File: config.mk
export PLATFORM = sky130hd
export DESIGN_NAME = wb_port_arbiter
export DESIGN_NICKNAME = d
export VERILOG_FILES = /design/src/rtl/wb_port_arbiter_pkg.sv /design/src/rtl/wb_port_arbiter.sv
export SDC_FILE = /design/constraint.sdc
export NUM_CORES = 1
export LEC_CHECK = 0
export CAP_MARGIN = 25
export CELL_PAD_IN_SITES_DETAIL_PLACEMENT = 1
export CELL_PAD_IN_SITES_GLOBAL_PLACEMENT = 1
export CORE_UTILIZATION = 35
export DETAILED_ROUTE_END_ITERATION = 8
export GPL_ROUTABILITY_DRIVEN = 0
export PLACE_DENSITY = 0.81
export SLEW_MARGIN = 20
export SYNTH_ARGS = -nofsm -noshare
export SYNTH_HDL_FRONTEND = slang
export SYNTH_SLANG_ARGS = --single-unit
File: constraint.sdc
create_clock -name clk_i -period 7.9 [get_ports clk_i]
set_clock_uncertainty 0.1 [all_clocks]
set_input_delay 2.37 -clock clk_i [delete_from_list [all_inputs] [get_ports clk_i]]
set_output_delay 2.37 -clock clk_i [all_outputs]
set_load 0.01 [all_outputs]
File: src/rtl/wb_port_arbiter_pkg.sv
// Shared types and constants for the regfile write-port arbiter.
package wb_port_arbiter_pkg;

  localparam int REG_ADDR_W = 5;
  localparam int REG_DATA_W = 32;
  localparam int DEF_STARVE_LIMIT = 4;
  localparam int DEF_CNT_W = 3;

  localparam logic [REG_ADDR_W-1:0] ZERO_REG  = '0;
  localparam logic [REG_DATA_W-1:0] ZERO_WORD = '0;

  typedef enum logic [1:0] {
    WB_ARB_IDLE  = 2'd0,
    WB_ARB_PEND  = 2'd1,
    WB_ARB_FORCE = 2'd2
  } wb_arb_state_e;

  // Writes to x0 are architecturally void and never reach the regfile.
  function automatic logic is_live(input logic we, input logic [REG_ADDR_W-1:0] addr);
    return we && (addr != ZERO_REG);
  endfunction

endpackage

File: src/rtl/wb_port_arbiter.sv
// Regfile write-port arbiter: pipeline writeback has priority, MCU results wait in a one-entry buffer.
// Optional macro WB_ARB_BYPASS_EN: an MCU result accepted while the pipeline is quiet is written directly.
module wb_port_arbiter
  import wb_port_arbiter_pkg::*;
#(
  parameter int STARVE_LIMIT = DEF_STARVE_LIMIT,
  parameter int CNT_W        = DEF_CNT_W
) (
  input  logic                  clk_i,
  input  logic                  rst_i,
  input  logic                  wb_we_i,
  input  logic [REG_ADDR_W-1:0] wb_waddr_i,
  input  logic [REG_DATA_W-1:0] wb_wdata_i,
  input  logic                  mcu_valid_i,
  output logic                  mcu_ready_o,
  input  logic [REG_ADDR_W-1:0] mcu_waddr_i,
  input  logic [REG_DATA_W-1:0] mcu_wdata_i,
  output logic                  stall_o,
  output logic                  reg_we_o,
  output logic [REG_ADDR_W-1:0] reg_waddr_o,
  output logic [REG_DATA_W-1:0] reg_wdata_o,
  output wb_arb_state_e         dbg_state_o
);

  // Handshake: an MCU result transfers on a rising edge where mcu_valid_i && mcu_ready_o;
  // the MCU must hold valid/addr/data stable until that edge, ready never depends on valid.

  wb_arb_state_e           state_q, state_d;
  logic [REG_ADDR_W-1:0]   buf_addr_q;
  logic [REG_DATA_W-1:0]   buf_data_q;
  logic [CNT_W-1:0]        cnt_q;

  logic                    wb_live, mcu_take, same_addr;
  logic                    sel_we, buf_load, cnt_inc;
  logic [REG_ADDR_W-1:0]   sel_addr;
  logic [REG_DATA_W-1:0]   sel_data;

  assign wb_live     = is_live(wb_we_i, wb_waddr_i);
  assign mcu_ready_o = (state_q == WB_ARB_IDLE);
  assign stall_o     = (state_q == WB_ARB_FORCE);
  assign mcu_take    = mcu_valid_i && mcu_ready_o && (mcu_waddr_i != ZERO_REG);
  assign same_addr   = (wb_waddr_i == buf_addr_q);
  assign dbg_state_o = state_q;

  always_ff @(posedge clk_i or posedge rst_i) begin
    if (rst_i) state_q <= WB_ARB_IDLE;
    else       state_q <= state_d;
  end

  always_comb begin
    state_d = state_q;
    case (state_q)
      WB_ARB_IDLE:  if (buf_load) state_d = WB_ARB_PEND;
      WB_ARB_PEND: begin
        if (!wb_live || same_addr)               state_d = WB_ARB_IDLE;
        else if (int'(cnt_q) + 1 >= STARVE_LIMIT) state_d = WB_ARB_FORCE;
      end
      WB_ARB_FORCE: state_d = WB_ARB_IDLE;
      default:      state_d = WB_ARB_IDLE;
    endcase
  end

  always_comb begin
    sel_we   = 1'b0;
    sel_addr = ZERO_REG;
    sel_data = ZERO_WORD;
    buf_load = 1'b0;
    cnt_inc  = 1'b0;
    case (state_q)
      WB_ARB_IDLE: begin
        if (wb_live) begin
          sel_we   = 1'b1;
          sel_addr = wb_waddr_i;
          sel_data = wb_wdata_i;
        end
`ifdef WB_ARB_BYPASS_EN
        if (mcu_take && !wb_live) begin
          sel_we   = 1'b1;
          sel_addr = mcu_waddr_i;
          sel_data = mcu_wdata_i;
        end
        buf_load = mcu_take && wb_live;
`else
        buf_load = mcu_take;
`endif
      end
      WB_ARB_PEND: begin
        sel_we = 1'b1;
        if (wb_live) begin
          sel_addr = wb_waddr_i;
          sel_data = wb_wdata_i;
          cnt_inc  = !same_addr;
        end else begin
          sel_addr = buf_addr_q;
          sel_data = buf_data_q;
        end
      end
      WB_ARB_FORCE: begin
        // A held younger write to the same register supersedes the buffered result.
        if (!(wb_live && same_addr)) begin
          sel_we   = 1'b1;
          sel_addr = buf_addr_q;
          sel_data = buf_data_q;
        end
      end
      default: ;
    endcase
  end

  always_ff @(posedge clk_i or posedge rst_i) begin
    if (rst_i) begin
      reg_we_o    <= 1'b0;
      reg_waddr_o <= ZERO_REG;
      reg_wdata_o <= ZERO_WORD;
      buf_addr_q  <= ZERO_REG;
      buf_data_q  <= ZERO_WORD;
      cnt_q       <= '0;
    end else begin
      reg_we_o    <= sel_we;
      reg_waddr_o <= sel_addr;
      reg_wdata_o <= sel_data;
      if (buf_load) begin
        buf_addr_q <= mcu_waddr_i;
        buf_data_q <= mcu_wdata_i;
      end
      if (state_q != WB_ARB_PEND || state_d != WB_ARB_PEND) cnt_q <= '0;
      else if (cnt_inc && cnt_q != {CNT_W{1'b1}})         cnt_q <= cnt_q + CNT_W'(1);
    end
  end

endmodule

==> impl_metrics.py <==
metrics = {
    "status": {
        "status": "completed",
    },
    "worst_setup_path": {
        "setup.worst_path.start_class": "input pin",
        "critical_path_required_ps": 8050,
        "data_arrival_time_of_the_critical_path_ps": 4970,
        "worst_r2r_path_depth": 5,
        "worstSetupEndpointType": "register",
        "critical_path.reg2reg.endpoint": "reg_wdata_o[5]$_DFF_PP0_",
        "setup.reg_to_reg.worst_slack_ps": 5460,
        "path_max_fanout": 24,
        "worstSetupEndpoint": "reg_wdata_o[2]$_DFF_PP0_",
        "rr_startpoint": "dbg_state_o[1]$_DFF_PP0_",
        "timing.critical_path.from": "wb_waddr_i[4]",
        "criticalPathCategory": "input pin to register",
    },
    "synth": {
        "most_frequently_used_cell_type_in_the_post_synthesis_netlist": "dfrtp_1",
        "post_synthesis_sequential_area_ratio_pct": 57.0,
        "synthesis.instances": 292,
        "postSynthAreaPerCell_um2": 12.0,
        "synth.area.top_cells": "dfrtp_1, mux2_1, a32oi_1, o21ai_1, nand2_1",
        "yosysTopAreaCell": "dfrtp_1",
        "postSynthNetCount": 372,
        "post_synth_most_frequent_cells": "dfrtp_1, nand2_1, a32oi_1, mux2_1, o21ai_1",
        "synthesis.area_mm2": 0.00351,
        "synth-warning-count": 0,
        "synth-seq-cells": 80,
        "synth.distinct_cells": 32,
        "post-synth-top-area-fraction_pct": 57.0,
        "ys.flop_type": "dfrtp_1",
        "async_flop_share_pct": 100,
        "edff_count_synth": 0,
    },
    "power": {
        "leakage_uw": 0.00197,
        "power.ir.vdd_worst_mv": 0.0971,
        "power.total_uw": 1180,
        "power.density_cell_area_mw_per_mm2": 233,
    },
    "cells_and_area": {
        "n_antenna_cell": 0,
        "post-route-cell-area_mm2": 0.00506,
        "final_cells": 543,
        "post_route_cells_drive_above_1_share_pct": 7.80,
        "area_growth_syn_to_layout_pct": 43.9,
        "finalNetCount": 486,
    },
    "sta": {
        "final_hold_violation_count": 0,
        "report.final.slew_viol_count": 0,
        "final_min_period_over_clock_period_pct": 61.0,
        "fin_crit_ps": 4820,
        "grt_setup_unrepaired": "false",
        "worst_slew_margin_rel_pct": 48.5,
        "tightestPinTransition_ps": 773,
        "setup-tns-final_ps": 0,
        "final_setup_violations": 0,
        "postLayoutSetupSlackWorst_ps": 3080,
        "maxClockFrequency_ghz": 0.207,
    },
    "die": {
        "effective_utilization_at_floorplan_pct": 36.0,
        "fp.dieH_um": 102,
        "boundaryPins": 120,
        "die_w_um": 102,
        "die-area_mm2": 0.0104,
        "core_region_area_mm2": 0.00977,
        "number_of_rows_in_the_core_area": 36,
    },
    "clock_network": {
        "clk_pin_slew_worst_paths_ps": 90,
        "cts-buffers-inserted": 9,
        "tritoncts": "done",
        "clock-sinks": 80,
        "clock_tree.root_cell": "clkbuf_8",
        "cts.path.max_buffers": 2,
        "clkLatencyLatePin_ps": 350,
        "post_cts.repair.setup_buffers": 0,
        "cts-resized-gates": 0,
        "ctsHtreeMaxLevel": 3,
        "postCtsHoldBufs": 0,
    },
    "detailed_routing": {
        "wl_um": 10100,
        "routed_wire_length_per_instance_um": 18.6,
        "first_iter_violations": 103,
        "ant_nets": 0,
        "vias": 2911,
        "vias_per_cell": 5.36,
        "drt_pre_antenna_iters": 6,
        "post-route-drc-count": 0,
    },
    "global_routing": {
        "vias_in_the_first_global_route": 3116,
        "grt_max_degree": 81,
        "grt_pass1_wl_um": 15600,
        "grt_remaining_overflow": 0,
        "grt_antenna_before_repair": 0,
        "gr-usage-all-layers_pct": 20.0,
    },
    "place": {
        "dpl_worst_slack_ps": 2390,
        "dpl-instance-area_mm2": 0.00480,
        "dp.cells": 526,
        "detailedPlacementHpwl_um": 6820,
        "place.port_buffers": 119,
    },
    "run": {
        "cap_violations": 0,
    },
    "min_path": {
        "min_path_type": "register to register",
    },
}
## where the power goes
part	switching, µW	internal, µW
sequential	63.8	496
clock	149	185
combinational	123	161
total	336	842
## final cells by class
type / instances / area (µm²)
multi-input combinational: 186 / 1390
inverter: 2 / 8.76
timing repair buffer: 127 / 1270
tap: 133 / 166
clock inverter: 5 / 81.3
sequential: 80 / 2000
clock buffer: 10 / 138
fill: 1052 / 4720
## placed cells by master (no fill, tap or decap), types with 3 or more instances in the layout
cell type / count
o31ai_1: 4
mux2_1: 36
a32oi_1: 37
buf_4: 6
clkbuf_8: 10
nor2b_1: 6
o22ai_2: 3
nor2_1: 4
nand2_1: 39
clkdlybuf4s50_1: 119
o21ai_1: 31
xnor2_1: 4
dfrtp_1: 80
## sequential cells by signal (all words and copies together) (netlist names)
| name | cells |
|---|---|
| cnt_q | 3 |
| reg_we_o | 1 |
| buf_data_q | 32 |
| dbg_state_o | 2 |
| reg_wdata_o | 32 |
| reg_waddr_o | 5 |
| buf_addr_q | 5 |
## worst max-delay path: stages
cell and delay (ps):
clkdlybuf4s50_1 490, or4_4 610, o21ai_4 430, buf_16 230, nor3_2 80, buf_4 210
buf_4 240, o31ai_1 290
## metal layers
layer  up-vias  wire, µm  share of wire (%)  GRT usage (%)
met1      1485      4080                 40           23.3
met4         0       154                1.5           6.92
li1       1315         -                  -              -
met2        98      5360                 53           35.9
met5         -         0                  0              0
met3        13       489                4.9           4.79
## worst min path at each step
stage / depth (start not counted) / startpoint / endpoint / slack (ps)
5_1_grt: 1 / buf_data_q[30]$_DFFE_PP0P_ / buf_data_q[30]$_DFFE_PP0P_ / 440
3_3_place_gp: 1 / buf_data_q[17]$_DFFE_PP0P_ / buf_data_q[17]$_DFFE_PP0P_ / 400
4_1_cts: 1 / buf_data_q[15]$_DFFE_PP0P_ / buf_data_q[15]$_DFFE_PP0P_ / 430
2_1_floorplan: 1 / buf_data_q[0]$_DFFE_PP0P_ / buf_data_q[0]$_DFFE_PP0P_ / 380
6_report: 1 / buf_data_q[15]$_DFFE_PP0P_ / buf_data_q[15]$_DFFE_PP0P_ / 430
3_5_place_dp: 1 / buf_data_q[15]$_DFFE_PP0P_ / buf_data_q[15]$_DFFE_PP0P_ / 410
## cells by family (layout without fill, tap and decap cells)
family / Yosys count / after routing / synth area share (%)
adder cells (fa/ha/maj): 2 / 2 / 0.712
XOR/XNOR: 6 / 6 / 1.50
AND/OR/NAND/NOR: 56 / 56 / 7.08
multiplexers: 38 / 38 / 12.1
buffers and inverters: 26 / 144 / 3.88
flip-flops: 80 / 80 / 57.0
AO/OA/AOI/OAI: 84 / 84 / 17.8
## stage by stage
stage | utilization, % | hold slack, ps
final | 51.7 | 426
after global routing | 51.7 | 445
after CTS | 51.3 | 429
after detailed placement | 49.1 | 411
after global placement | 49.1 | 399
after floorplan | - | 379
Power figures use the tool's default switching activity.
